File: src/rtl/conv_window_gen_if.sv
// Stream bundle for conv_window_gen: raster pixel input and window output,
// each with its own valid/ready handshake, plus the end-of-frame marker.
interface conv_window_gen_if #(
    parameter int SIZE      = 3,
    parameter int WIDTH_BIT = 8
) ();

    logic [WIDTH_BIT-1:0]                     pix_in;
    logic                                     pix_valid;
    logic                                     pix_ready;
    logic [SIZE-1:0][SIZE-1:0][WIDTH_BIT-1:0] winMatrixO;
    logic                                     win_valid;
    logic                                     win_ready;
    logic                                     frame_done;

    // Source/sink side: drives pixels in, takes windows out.
    modport master (
        output pix_in,
        output pix_valid,
        output win_ready,
        input  pix_ready,
        input  winMatrixO,
        input  win_valid,
        input  frame_done
    );

    // Window generator side.
    modport slave (
        input  pix_in,
        input  pix_valid,
        input  win_ready,
        output pix_ready,
        output winMatrixO,
        output win_valid,
        output frame_done
    );

endinterface

File: src/rtl/conv_window_gen.sv
// Streaming 3x3 window generator. Takes a raster-order pixel stream, keeps the
// two previous lines in line buffers and emits every fully populated window
// (no padding) one cycle after the pixel that completes it.
module conv_window_gen #(
    parameter int SIZE      = 3,
    parameter int WIDTH_BIT = 8,
    parameter int IMG_W     = 8,
    parameter int IMG_H     = 8
) (
    input  logic             clock,
    input  logic             reset,
    conv_window_gen_if.slave bus
);

    localparam int CW = (IMG_W > 1) ? $clog2(IMG_W) : 1;
    localparam int RW = (IMG_H > 1) ? $clog2(IMG_H) : 1;

    localparam logic [CW-1:0] COL_LAST  = CW'(IMG_W - 1);
    localparam logic [RW-1:0] ROW_LAST  = RW'(IMG_H - 1);
    localparam logic [RW-1:0] ROW_PRIME = RW'(1);
    localparam logic [CW-1:0] COL_WIN   = CW'(2);

    // Only the 3x3 geometry is implemented; reject anything else at elaboration.
    if (SIZE != 3) begin : g_size_check
        $error("conv_window_gen: only SIZE=3 is supported");
    end
    if ((IMG_W < SIZE) || (IMG_H < SIZE)) begin : g_frame_check
        $error("conv_window_gen: IMG_W and IMG_H must be >= SIZE");
    end

    typedef enum logic [0:0] {
        ST_FILL = 1'b0,
        ST_RUN  = 1'b1
    } state_t;

    state_t                                   state_r;
    state_t                                   state_nxt_s;
    logic [CW-1:0]                            col_r;
    logic [RW-1:0]                            row_r;
    logic [WIDTH_BIT-1:0]                     lb0_r [IMG_W];
    logic [WIDTH_BIT-1:0]                     lb1_r [IMG_W];
    logic [SIZE-1:0][SIZE-1:0][WIDTH_BIT-1:0] win_r;
    logic                                     win_valid_r;
    logic                                     frame_done_r;

    logic                                     pix_ready_s;
    logic                                     accept_s;
    logic                                     col_last_s;
    logic                                     row_last_s;
    logic                                     qualify_s;
    logic                                     frame_end_s;
    logic [WIDTH_BIT-1:0]                     top_s;
    logic [WIDTH_BIT-1:0]                     mid_s;

    // Handshake decode and line-buffer read for the current column.
    always_comb begin
        pix_ready_s = !win_valid_r || bus.win_ready;
        accept_s    = bus.pix_valid && pix_ready_s;
        col_last_s  = (col_r == COL_LAST);
        row_last_s  = (row_r == ROW_LAST);
        frame_end_s = accept_s && col_last_s && row_last_s;
        // A window only completes once two full lines are buffered and the
        // shift window holds three columns of the current row.
        qualify_s   = accept_s && (state_r == ST_RUN) && (col_r >= COL_WIN);
        top_s       = lb1_r[col_r];
        mid_s       = lb0_r[col_r];
    end

    // Fill/run sequencing: FILL until rows 0 and 1 are buffered, RUN to frame end.
    always_comb begin
        state_nxt_s = state_r;
        case (state_r)
            ST_FILL: begin
                if (accept_s && col_last_s && (row_r == ROW_PRIME)) begin
                    state_nxt_s = ST_RUN;
                end else begin
                    state_nxt_s = ST_FILL;
                end
            end
            ST_RUN: begin
                if (frame_end_s) begin
                    state_nxt_s = ST_FILL;
                end else begin
                    state_nxt_s = ST_RUN;
                end
            end
            default: begin
                state_nxt_s = ST_FILL;
            end
        endcase
    end

    // State register.
    always_ff @(posedge clock) begin
        if (reset) begin
            state_r <= ST_FILL;
        end else begin
            state_r <= state_nxt_s;
        end
    end

    // Raster position of the next pixel to be accepted.
    always_ff @(posedge clock) begin
        if (reset) begin
            col_r <= {CW{1'b0}};
            row_r <= {RW{1'b0}};
        end else if (accept_s) begin
            if (col_last_s) begin
                col_r <= {CW{1'b0}};
                if (row_last_s) begin
                    row_r <= {RW{1'b0}};
                end else begin
                    row_r <= row_r + RW'(1);
                end
            end else begin
                col_r <= col_r + CW'(1);
            end
        end
    end

    // Line buffers: lb0 is one line up, lb1 two lines up. Not reset; the FILL
    // phase overwrites every entry before it can reach a window.
    always_ff @(posedge clock) begin
        if (accept_s) begin
            lb1_r[col_r] <= lb0_r[col_r];
            lb0_r[col_r] <= bus.pix_in;
        end
    end

    // Shift window: every accepted pixel shifts columns left and appends the
    // new column, so columns 0/1 of each row prime the window without emitting.
    always_ff @(posedge clock) begin
        if (reset) begin
            win_r <= {(SIZE * SIZE * WIDTH_BIT){1'b0}};
        end else if (accept_s) begin
            for (int r = 0; r < SIZE; r++) begin
                win_r[r][0] <= win_r[r][1];
                win_r[r][1] <= win_r[r][2];
            end
            win_r[0][2] <= top_s;
            win_r[1][2] <= mid_s;
            win_r[2][2] <= bus.pix_in;
        end
    end

    // Output valid and end-of-frame flag; a qualifying accept wins over a
    // same-cycle consumption so windows can stream back to back.
    always_ff @(posedge clock) begin
        if (reset) begin
            win_valid_r  <= 1'b0;
            frame_done_r <= 1'b0;
        end else if (qualify_s) begin
            win_valid_r  <= 1'b1;
            frame_done_r <= frame_end_s;
        end else if (win_valid_r && bus.win_ready) begin
            win_valid_r  <= 1'b0;
            frame_done_r <= 1'b0;
        end
    end

    assign bus.pix_ready  = pix_ready_s;
    assign bus.winMatrixO = win_r;
    assign bus.win_valid  = win_valid_r;
    assign bus.frame_done = frame_done_r;

endmodule

File: src/flat_wrapper.sv
// flat-port wrapper written by rule: the top's interface ports become plain ports
module conv_window_gen_flat 
#(
    parameter int SIZE      = 3,
    parameter int WIDTH_BIT = 8,
    parameter int IMG_W     = 8,
    parameter int IMG_H     = 8
)
  (clock, reset, bus_pix_in, bus_pix_valid, bus_win_ready, bus_pix_ready, bus_winMatrixO, bus_win_valid, bus_frame_done);
  conv_window_gen_if #(.SIZE(SIZE), .WIDTH_BIT(WIDTH_BIT)) bus_i ();
  input  logic clock;
  input  logic reset;
  input wire logic [$bits(bus_i.pix_in)-1:0] bus_pix_in;
  input wire logic [$bits(bus_i.pix_valid)-1:0] bus_pix_valid;
  input wire logic [$bits(bus_i.win_ready)-1:0] bus_win_ready;
  output wire logic [$bits(bus_i.pix_ready)-1:0] bus_pix_ready;
  output wire logic [$bits(bus_i.winMatrixO)-1:0] bus_winMatrixO;
  output wire logic [$bits(bus_i.win_valid)-1:0] bus_win_valid;
  output wire logic [$bits(bus_i.frame_done)-1:0] bus_frame_done;
  assign bus_i.pix_in = bus_pix_in;
  assign bus_i.pix_valid = bus_pix_valid;
  assign bus_i.win_ready = bus_win_ready;
  assign bus_pix_ready = bus_i.pix_ready;
  assign bus_winMatrixO = bus_i.winMatrixO;
  assign bus_win_valid = bus_i.win_valid;
  assign bus_frame_done = bus_i.frame_done;
  conv_window_gen #(.SIZE(SIZE), .WIDTH_BIT(WIDTH_BIT), .IMG_W(IMG_W), .IMG_H(IMG_H)) u_core (.clock(clock), .reset(reset), .bus(bus_i));
endmodule
File: config.mk
export PLATFORM = sky130hd
export DESIGN_NAME = conv_window_gen_flat
export DESIGN_NICKNAME = d
export VERILOG_FILES = /design/src/rtl/conv_window_gen_if.sv /design/src/rtl/conv_window_gen.sv /design/src/flat_wrapper.sv
export SDC_FILE = /design/constraint.sdc
export NUM_CORES = 1
export LEC_CHECK = 0
export CORE_UTILIZATION = 56
export DETAILED_ROUTE_END_ITERATION = 12
export GPL_ROUTABILITY_DRIVEN = 0
export PLACE_DENSITY_LB_ADDON = 0.05
export SYNTH_ARGS = -nofsm -noshare
export SYNTH_HDL_FRONTEND = slang
export SYNTH_SLANG_ARGS = --single-unit
File: constraint.sdc
create_clock -name clock -period 3.65 [get_ports clock]
set_input_delay 0.73 -clock clock [delete_from_list [all_inputs] [get_ports clock]]
set_output_delay 0.73 -clock clock [all_outputs]
set_load 0.01 [all_outputs]
### Word level (Yosys, flattened, before mapping)

Memory sizes are Yosys's and may differ from the RTL's. A register that Yosys moved wholly into a read port is not among the register bits.
Cells that the tools add are included.

| storage, ports and cells | value |
|---|---|
| memories | 2 |
| memory bits (writable) | 128 |
| register bits | 73 |

| operators by class | value |
|---|---|
| equality and inequality tests | 3 |
| add/sub/neg operators | 2 |
| $lt $le $gt $ge | 1 |
| bitwise gates (word level) | 1 |
| mux-type cells | 12 |
| reductions and logical operators | 11 |

Memory list:

| memory | depth | bits a word | rd ports | clocked after memory_dff | write ports | line | text |
|---|---|---|---|---|---|---|---|
| u_core.lb0_r | 8 | 8 | 1 | 1 | 1 | conv_window_gen.sv:40 | `logic [WIDTH_BIT-1:0] lb0_r [IMG_W];` |
| u_core.lb1_r | 8 | 8 | 1 | 1 | 1 | conv_window_gen.sv:41 | `logic [WIDTH_BIT-1:0] lb1_r [IMG_W];` |

Operators by type and width:

| kind | count |
|---|---|
| $mux 3 | 4 |
| $logic_and 1x1->1 | 7 |
| $mux 1 | 7 |
| $add 3x1->3 const B | 2 |
| $eq 3x3->1 const B | 2 |
| $eq 3x1->1 const B | 1 |
| $ge 3x2->1 const B | 1 |
| $pmux 1 s2 | 1 |
| $reduce_and 2->1 | 1 |
| $reduce_bool 2->1 | 1 |
| $logic_not 1->1 | 1 |
| $logic_or 1x1->1 | 1 |
| $not 1->1 | 1 |

### Depth between registers and ports, before layout

Gate-level depths: netlist (run 1).

| logic depth | value |
|---|---|
| depth in word-level cells | 7 |
| depth in mapped cells | 7 |
| mapped depth without buffers | 5 |

### Worst setup path before layout (run 1)

No wires, ideal clock.

| path | value |
|---|---|
| kind | input -> register |
| start point | input port bus_win_ready |
| end point | memory u_core.lb0_r[0][0], enable pin |
| slack | 255 ps |
| data arrival time | 2,964 ps |
| data required time | 3,220 ps |
| stages | 5 |
| path through | nand2b_1 nand2_1 buf_2 buf_1 nor4_1 |

| between the ends | value |
|---|---|
| longest elaborated chain between the ends | 4 |

RTL lines:

| item | line | text |
|---|---|---|
| start, declared | flat_wrapper.sv:15 | `input wire logic [$bits(bus_i.win_ready)-1:0] bus_win_ready;` |
| $logic_or 1x1->1 | conv_window_gen.sv:57 | `pix_ready_s = !win_valid_r \|\| bus.win_ready;` |
| $logic_and 1x1->1 | conv_window_gen.sv:58 | `accept_s = bus.pix_valid && pix_ready_s;` |
| $mux 1 | conv_window_gen.sv:124 | `if (accept_s) begin` |
| $mux 1 (implied by the code) | conv_window_gen.sv:126 | `lb0_r[col_r] <= bus.pix_in;` |
| end, declared | conv_window_gen.sv:40 |  |

Every way passes these cells.

### Final worst setup path (run 1)

| path | value |
|---|---|
| start point | input port bus_win_ready |
| end point | output port bus_pix_ready |

| between the ends | value |
|---|---|
| longest elaborated chain between the ends | 1 |

RTL lines:

| item | line | text |
|---|---|---|
| $logic_or 1x1->1 | conv_window_gen.sv:57 |  |
| end, declared | flat_wrapper.sv:16 | `output wire logic [$bits(bus_i.pix_ready)-1:0] bus_pix_ready;` |

Every way passes these cells.

==> results of run 1 <==
per-stage QoR:
stage	instances	cell area, sq um	total power (W)	setup slack (ns)
2_1_floorplan	606	7890	0.00293	0.255
3_3_place_gp	847	8940	0.00309	0.974
3_5_place_dp	847	8940	0.00310	0.932
4_1_cts	885	9610	0.00513	0.924
5_1_grt	885	9610	0.00527	0.860
6_report	885	9610	0.00509	0.925
worst max-delay path by stage:
stage                       start                      endpoint  depth (start not counted)
floorplan           bus_win_ready  u_core.lb0_r[0][0]$_DFFE_PP_                          5
global placement    bus_win_ready                 bus_pix_ready                          3
detailed placement  bus_win_ready                 bus_pix_ready                          3
CTS                 bus_win_ready                 bus_pix_ready                          3
global route        bus_win_ready                 bus_pix_ready                          3
finish              bus_win_ready                 bus_pix_ready                          3
critical path, stage by stage:
cell,delay (ns)
clkdlybuf4s50_1,0.48
nand2b_1,0.22
clkdlybuf4s50_1,0.57
cell usage in the layout, fill, tap and decap left out, types with 6 or more instances in the layout:
cell type,n
mux4_2,14
a21oi_1,71
clkdlybuf4s50_1,85
buf_4,18
clkbuf_16,23
nor2_1,27
clkbuf_1,6
mux2_2,6
inv_1,7
mux2i_1,18
dfxtp_1,84
edfxtp_1,128
nor3_1,11
nand2_1,121
power by group through the flow:
stage               logic (W)  clock network [W]  registers [W]
global placement     0.000366                  0        0.00272
global route         0.000404            0.00219        0.00268
finish               0.000373            0.00205        0.00267
floorplan            0.000204                  0        0.00272
CTS                  0.000376            0.00208        0.00267
detailed placement   0.000374                  0        0.00272
Yosys cell counts, drive strengths merged, types with 6 or more instances:
cell,instances,area (sq um)
inv,7,26.3
clkbuf,23,87.6
buf,20,119
o21ai,6,30.0
edfxtp,128,3840
mux2i,18,180
mux4,16,368
mux2,10,120
nor2,28,108
a21oi,71,355
dfxtp,84,1680
nand2,122,458
nor3,16,80.1
per-layer routing:
layer	track usage [%]	routed length [um]	vias up
met1	29.4	6970	2466
met2	41.9	8660	103
met3	3.02	657	25
met5	0	0	-
met4	7.18	295	0
li1	-	-	2359
registers in the layout, indices dropped and copies added (netlist names), named ones only:
name,flops
u_core.lb1_r,64
u_core.bus.frame_done,1
u_core.col_r,3
u_core.bus.win_valid,1
u_core.bus.winMatrixO,72
u_core.state_r,1
u_core.lb0_r,64
u_core.row_r,3
logic make-up after synthesis:
family	count (synthesis)
DFF	212
and+or+nand+nor	188
AOI/OAI and AO/OA	107
buffers and inverters	50
muxes	44
adders and majority gates	5
layout make-up:
class	count	area, sq um	area share, %
clock buffers	32	639	6.65
multi-input cells	344	2180	22.6
repair buffers	104	991	10.3
inverters	7	26.3	0.273
flip-flops and latches	212	5530	57.5
clock inverters	6	26.3	0.273
well taps	180	225	2.34
==> flow_summary_export.csv, run 1 <==
group,metric,value,unit
pwr,vdd_ir_drop_max,0.299,mV
global_routing,gr-total-overflow,0,
final_layout,diodes,0,
sta,fin_crit,2.73,ns
synth,synth_area,7890,sq um
setup_path,crit_required,2.92,ns
synth,yosys_warnings,0,
sta,fin_skew,0.0156,ns
setup_path,r2r-start,"u_core.col_r[1]$_SDFFE_PP0N_",
synth,yosys.area_share.simple,9.97,%
sta,worst_pin_slew,0.888,ns
setup_path,crit_type,"primary input to output pin",
floorplanning,die_area,14600,sq um
global_routing,grt_antenna_before_repair,0,
setup_path,worstReg2RegEnd,"u_core.state_r$_SDFF_PP0_",
floorplanning,ios,87,
setup_path,critPathArrivalTime,2.00,ns
routing,vias_per_cell,5.60,
pwr,intPower,0.00399,W
setup_path,cp-start-kind,"primary input",
routing,postRouteAntennaNets,0,
placed_design,portBuffers,86,
sta,relSlewSlack,40.7,%
global_routing,grt_pass1_wl,25.8,mm
sta,setup_tns,0,ns
pwr,p_leak,3.18,nW
pwr,clkPwrFrac,40.2,%
sta,rsz0062_at_grt,"false",
clock_network,insertion_delay,0.49,ns
global_routing,grt_max_degree,78,
pwr,switching_share,21.6,%
setup_path,cp-end-kind,"output pin",
final_layout,layout-drive-gt1-share,11.3,%
clock_network,cts_sinks,212,
synth,syn_area_per_cell,13.0,sq um
routing,routedWlPerCell,18.7,um
synth,synthAdderAreaFrac,0.793,%
clock_network,cts_tree,"done",
sta,drv_slew,0,
worst_hold_path,hold_end,"u_core.bus.winMatrixO[25]$_SDFFE_PP0N_",
synth,synth.distinct_cells,43,
clock_network,cts_buffer_depth,3,
sta,finalHoldViolations,0,
synth,synth_fp_nets,623,
synth,synth-compound-area-share,7.83,%
final_layout,fin_util,69.5,%
routing,drt_pre_antenna_iters,4,
placed_design,dp.final_hpwl,10.1,mm
sta,fmax,0.367,GHz
floorplanning,core,13800,sq um
floorplanning,start_util,57.1,%
final_layout,fillers,970,
sta,finalCritPeriodShare,74.7,%
sta,setup_viol,0,
synth,synth_seq_cells,212,
routing,via_count,4953,
synth,synthXorXnorAreaFrac,0,%
synth,synth_edf_count,128,
floorplanning,rows,43,
clock_network,htreeDepth,1,
synth,yosysSeqAreaShare,70.0,%
synth,synth_mux_area_share,8.46,%
setup_path,ff2ff_path_depth,5,
global_routing,grt_pass1_vias,4943,
clock_network,clk_pin_slew,0.06,ns
pwr,pwr-share-seq,52.4,%
clock_network,holdBufCountCts,0,
final_layout,syn_to_final_growth,21.7,%
final_layout,fin_nets,708,
worst_hold_path,hold_depth,2,
floorplanning,fp.dieW,121,um
worst_hold_path,hold_path.startpoint,"u_core.bus.winMatrixO[25]$_SDFFE_PP0N_",
worst_hold_path,hp-class,"flip-flop to flip-flop",
routing,detail_route.wirelength,16.6,mm
synth,netlist_instances,606,
sta,finalHoldWorstSlack,0.454,ns
global_routing,grt_util_all_layers,23.3,%
routing,drc,0,
synth,synthArstFlopShare,0,%
floorplanning,fp.dieH,121,um
synth,synth_top_family_by_area,"simple AND/OR/NAND/NOR gates",
setup_path,cp_max_fo,5,
run_status,outcome,"finished, final reports clean",
pwr,p_comb_share,7.3,%
clock_network,cts_setup_buffers,0,
setup_path,ff2ff_setup_slack,1.36,ns
run,cap_violations,0,
clock_network,cts_inserted_buffers,22,
synth,synth-main-ff-cell,"edfxtp_1",
pwr,cellPowerDensity,530,nW/um^2
routing,detail_route.iter0.violations,351,
pwr,power.switching,0.00110,W
clock_network,cts_resized,0,
clock_network,cts_root_buf,"clkbuf_16",
Power figures use the tool's default switching activity.
==> run 2: changes to the inputs <==
==> constraint.sdc (replaced) <==
create_clock -name clock -period 2.6 [get_ports clock]
set_input_delay 0.52 -clock clock [delete_from_list [all_inputs] [get_ports clock]]
set_output_delay 0.52 -clock clock [all_outputs]
set_load 0.01 [all_outputs]
==> run 2 against run 1 <==
  * Non-clock buffer count rose by 6
  * Cell area up 1.5%
  * Cell count increased by 0.90%
  * Largest cell class unchanged
  * Largest power group unchanged
==> flow_summary_export.csv, run 2 (synthesis gave the netlist of run 1 again) <==
group,metric,value,unit
global_routing,grt_pass1_vias,4892,
clock_network,holdBufCountCts,0,
routing,routedWlPerCell,18.1,um
clock_network,cts_inserted_buffers,22,
setup_path,crit_type,"primary input to output pin",
final_layout,regArea,5530,sq um
final_layout,final_cell_mix,"edfxtp_1, nand2_1, clkdlybuf4s50_1",
worst_hold_path,hold_path.startpoint,"u_core.bus.winMatrixO[3]$_SDFFE_PP0N_",
sta,drv_slew,0,
global_routing,gr-total-overflow,0,
setup_path,max_stage_delay,0.57,ns
placed_design,portBuffers,86,
worst_hold_path,hp-class,"flip-flop to flip-flop",
clock_network,cts_buffer_depth,3,
sta,finalHoldViolations,0,
clock_network,cts_setup_buffers,0,
routing,detail_route.iter0.violations,440,
final_layout,layout-drive-gt1-share,12.5,%
final_layout,fin_nets,714,
clock_network,insertion_delay,0.49,ns
global_routing,grt_pass1_wl,25.5,mm
setup_path,cp-start-kind,"primary input",
clock_network,cts_resized,0,
final_layout,syn_to_final_growth,23.6,%
pwr,total_power,0.00729,W
pwr,vdd_ir_drop_max,0.656,mV
final_layout,fillers,945,
routing,drc,0,
floorplanning,core,13800,sq um
clock_network,htreeDepth,1,
final_layout,multi_input_area,2180,sq um
setup_path,crit_path_cell_trace,"clkdlybuf4s50_1 > nand2b_1 > clkdlybuf4s50_1",
floorplanning,rows,43,
setup_path,cp_max_fo,5,
clock_network,cts_sinks,212,
global_routing,grt_max_degree,78,
sta,fin_skew,0.0106,ns
routing,drt_pre_antenna_iters,6,
run,cap_violations,0,
final_layout,diodes,0,
routing,postRouteAntennaNets,0,
setup_path,critPathArrivalTime,1.78,ns
setup_path,cp-end-kind,"output pin",
floorplanning,fp.dieH,121,um
floorplanning,start_util,57.1,%
sta,finalCritPeriodShare,88.5,%
sta,setup_viol,0,
final_layout,final_common_cell,"edfxtp_1",
setup_path,crit_required,2.08,ns
setup_path,crit_top_cell,"clkdlybuf4s50_1",
setup_path,crit_path_top_delay_cell,"clkdlybuf4s50_1",
floorplanning,die_area,14600,sq um
final_layout,largest_reg_flops,72,
sta,worst_pin_slew,0.642,ns
worst_hold_path,hold_end,"u_core.bus.winMatrixO[3]$_SDFFE_PP0N_",
worst_hold_path,hold_depth,2,
sta,rsz0062_at_grt,"false",
setup_path,cpLargestDelayFamily,"buffers and inverters",
setup_path,worstReg2RegEnd,"u_core.state_r$_SDFF_PP0_",
routing,vias_per_cell,5.59,
routing,via_count,4993,
setup_path,ff2ff_path_depth,5,
routing,detail_route.wirelength,16.1,mm
sta,setup_tns,0,ns
global_routing,grt_util_all_layers,22.8,%
sta,relSlewSlack,57.2,%
pwr,p_leak,3.25,nW
clock_network,cts_root_buf,"clkbuf_16",
sta,fin_crit,2.30,ns
placed_design,dp.final_hpwl,10.2,mm
floorplanning,fp.dieW,121,um
pwr,cellPowerDensity,747,nW/um^2
global_routing,grt_antenna_before_repair,0,
setup_path,critPathBufInv,2,
setup_path,ff2ff_setup_slack,0.58,ns
run_status,outcome,"finished, final reports clean",
clock_network,clk_pin_slew,0.06,ns
clock_network,cts_tree,"done",
floorplanning,ios,87,
setup_path,r2r-start,"u_core.col_r[1]$_SDFFE_PP0N_",
sta,fmax,0.434,GHz
## run 2: cell type report
type / count / share of cell area, %
well taps: 180 / 2.31
multi-input cells: 344 / 22.3
clock inverters: 3 / 0.154
flip-flops and latches: 212 / 56.7
inverters: 7 / 0.269
clock buffers: 37 / 7.17
repair buffers: 110 / 11.1
## run 2: worst min-delay path: stages (launching register included)
cell	delay, ns
dfxtp_1	0.31
nand2_1	0.05
a21oi_1	0.05
## run 2: power by group
group,internal [W],switching [W]
Clock,0.00183,0.00118
Combinational,0.000233,0.000300
Sequential,0.00369,0.0000598
## run 2: stage by stage
step / instances / worst slack (ns) / util, % / hold WS [ns] / area, sq um
after global routing: 893 / 0.269 / 70.5 / 0.472 / 9750
after CTS: 893 / 0.305 / 70.5 / 0.454 / 9750
after floorplan: 606 / -0.196 / - / 0.448 / 7910
after global placement: 853 / 0.298 / 65.4 / 0.443 / 9040
final: 893 / 0.298 / 70.5 / 0.453 / 9750
after detailed placement: 853 / 0.245 / 65.4 / 0.446 / 9040
## run 2: routing by layer
metal	part of all wire, %	vias to the layer above	global-route usage, %
met2	51	125	38.7
met1	42	2454	29.3
met5	0	-	0
met4	3.2	0	9.18
met3	4.5	41	3.73
li1	-	2373	-
## run 2: worst max path at each step
| stage | start | endpoint | slack, ns | depth (start not counted) |
|---|---|---|---|---|
| 2_1_floorplan | bus_win_ready | u_core.lb0_r[2][0]$_DFFE_PP_ | -0.20 | 5 |
| 3_3_place_gp | bus_win_ready | u_core.bus.winMatrixO[17]$_SDFFE_PP0N_ | 0.30 | 6 |
| 3_5_place_dp | bus_win_ready | u_core.bus.winMatrixO[17]$_SDFFE_PP0N_ | 0.24 | 6 |
| 4_1_cts | bus_win_ready | bus_pix_ready | 0.31 | 3 |
| 5_1_grt | bus_win_ready | bus_pix_ready | 0.27 | 3 |
| 6_report | bus_win_ready | bus_pix_ready | 0.30 | 3 |
==> run 3: changes to the inputs <==
--- a/config.mk
+++ b/config.mk
@@ -5,7 +5,8 @@
 export SDC_FILE = /design/constraint.sdc
 export NUM_CORES = 1
 export LEC_CHECK = 0
-export CORE_UTILIZATION = 56
+export CORE_UTILIZATION = 40
+export CTS_CLUSTER_DIAMETER = 30
 export DETAILED_ROUTE_END_ITERATION = 12
 export GPL_ROUTABILITY_DRIVEN = 0
 export PLACE_DENSITY_LB_ADDON = 0.05
==> run 3 against run 2 <==
  * Register-to-register slack improved by 0.05 ns
  * Largest power group is now the clock network
  * Global-route usage shrank 4.9 points
  * Cell count grew 14%
  * Critical endpoint unchanged
  * Via count up 1.5%
==> flow_summary_export.csv, run 3 (synthesis gave the netlist of run 1 again) <==
group,metric,value,unit
sta,relSlewSlack,55.0,%
sta,worst_pin_slew,0.675,ns
clock_network,insertion_delay,0.52,ns
global_routing,gr-total-overflow,0,
clock_network,cts_root_buf,"clkbuf_16",
final_layout,syn_to_final_growth,35.1,%
sta,setup_viol,0,
sta,finalHoldViolations,0,
sta,fin_crit,2.31,ns
routing,drc,0,
placed_design,portBuffers,86,
routing,detail_route.iter0.violations,283,
final_layout,fillers,1630,
setup_path,crit_type,"primary input to output pin",
floorplanning,fp.dieW,142,um
setup_path,cp_max_fo,5,
worst_hold_path,hp-class,"flip-flop to flip-flop",
global_routing,use_met1,25.0,%
setup_path,cp-start-kind,"primary input",
setup_path,critPathArrivalTime,1.79,ns
routing,vias_per_cell,4.97,
clock_network,cts_inserted_buffers,45,
final_layout,diodes,0,
floorplanning,core,19400,sq um
floorplanning,ios,87,
global_routing,grt_antenna_before_repair,0,
clock_network,clk_pin_slew,0.04,ns
global_routing,grt_max_degree,78,
global_routing,grt_util_all_layers,17.9,%
clock_network,cts_buffer_depth,3,
routing,routedWlPerCell,17.2,um
sta,finalHoldWorstSlack,0.450,ns
placed_design,preCtsSetupSlack,0.293,ns
global_routing,grt_pass1_vias,5049,
clock_network,holdBufCountCts,0,
placed_design,place_area,9160,sq um
floorplanning,rows,51,
clock_network,cts_resized,0,
floorplanning,die_area,20300,sq um
routing,via_count,5066,
sta,fin_skew,0.0229,ns
sta,finalCritPeriodShare,88.8,%
sta,rsz0062_at_grt,"false",
global_routing,grt_busiest_layer,"met2",
sta,drv_slew,0,
routing,postRouteAntennaNets,0,
clock_network,htreeDepth,2,
routing,drt_pre_antenna_iters,4,
pwr,p_leak,3.65,nW
final_layout,multi_input_area,2180,sq um
final_layout,fin_nets,738,
global_routing,gr-usage-met2,27.4,%
floorplanning,fp.dieH,142,um
pwr,cellPowerDensity,924,nW/um^2
placed_design,dp.final_hpwl,11.1,mm
final_layout,final_common_cell,"edfxtp_1",
global_routing,grt_pass1_wl,27.9,mm
final_layout,fin_area,10700,sq um
setup_path,cp-end-kind,"output pin",
setup_path,crit_required,2.08,ns
clock_network,cts_sinks,212,
floorplanning,start_util,40.7,%
final_layout,regArea,5530,sq um
clock_network,cts_setup_buffers,0,
sta,fmax,0.433,GHz
final_layout,layout-drive-gt1-share,16.6,%
routing,detail_route.wirelength,17.5,mm
final_layout,largest_reg_flops,72,
sta,layout_setup_ws,0.291,ns
final_layout,final_cell_mix,"edfxtp_1, nand2_1, clkdlybuf4s50_1",
global_routing,gr-usage-met3,3.53,%
clock_network,cts_tree,"done",
pwr,vdd_ir_drop_max,0.506,mV
run,cap_violations,0,
run_status,outcome,"finished, final reports clean",
-- run 3: changes by cell type in the layout (fill, tap and decap cells not counted), sizes merged --
cell,change
inv,+6
clkbuf,+20
clkinv,+9
buf,+1
bufinv,+5
-- run 3: power breakdown --
group / internal [W] / switching, W / leakage, nW
Clock: 0.00385 / 0.00170 / 0.740
Combinational: 0.000237 / 0.000316 / 1.06
Sequential: 0.00370 / 0.0000568 / 1.85
-- run 3: per-layer routing --
layer  up-vias  wire [um]
met2       118       7830
li1       2448          -
met4         0        380
met5         -          0
met3        30        662
met1      2470       8660
-- run 3: through the flow --
stage | setup TNS (ns) | util [%] | cells | total power (W)
2_1_floorplan | -12.54 | - | 606 | 0.00411
3_3_place_gp | 0 | 47.2 | 939 | 0.00437
3_5_place_dp | 0 | 47.2 | 939 | 0.00437
4_1_cts | 0 | 55.0 | 1019 | 0.00997
5_1_grt | 0 | 55.0 | 1019 | 0.0102
6_report | 0 | 55.0 | 1019 | 0.00986
-- run 3: cell type report --
| class | instances | share of cell area [%] |
|---|---|---|
| flip-flops and latches | 212 | 51.8 |
| multi-input cells | 344 | 20.5 |
| clock buffers | 57 | 11.7 |
| repair buffers | 111 | 10.3 |
| well taps | 265 | 3.11 |
| clock inverters | 23 | 2.42 |
| inverters | 7 | 0.246 |
-- run 3: critical path, stage by stage --
cell             delay (ns)
clkdlybuf4s50_1        0.48
nand2b_1               0.21
clkdlybuf4s50_1        0.58
-- run 3: final timing paths --
check | from | to | slack, ns | cells past startpoint
worst min register to register | u_core.bus.winMatrixO[48]$_SDFFE_PP0N_ | u_core.bus.winMatrixO[48]$_SDFFE_PP0N_ | 0.45 | 2
worst min-delay path | u_core.bus.winMatrixO[48]$_SDFFE_PP0N_ | u_core.bus.winMatrixO[48]$_SDFFE_PP0N_ | 0.45 | 2
worst max-delay path | bus_win_ready | bus_pix_ready | 0.29 | 3
worst max register to register | flip-flop | u_core.bus.winMatrixO[44]$_SDFFE_PP0N_ | 0.63 | 5
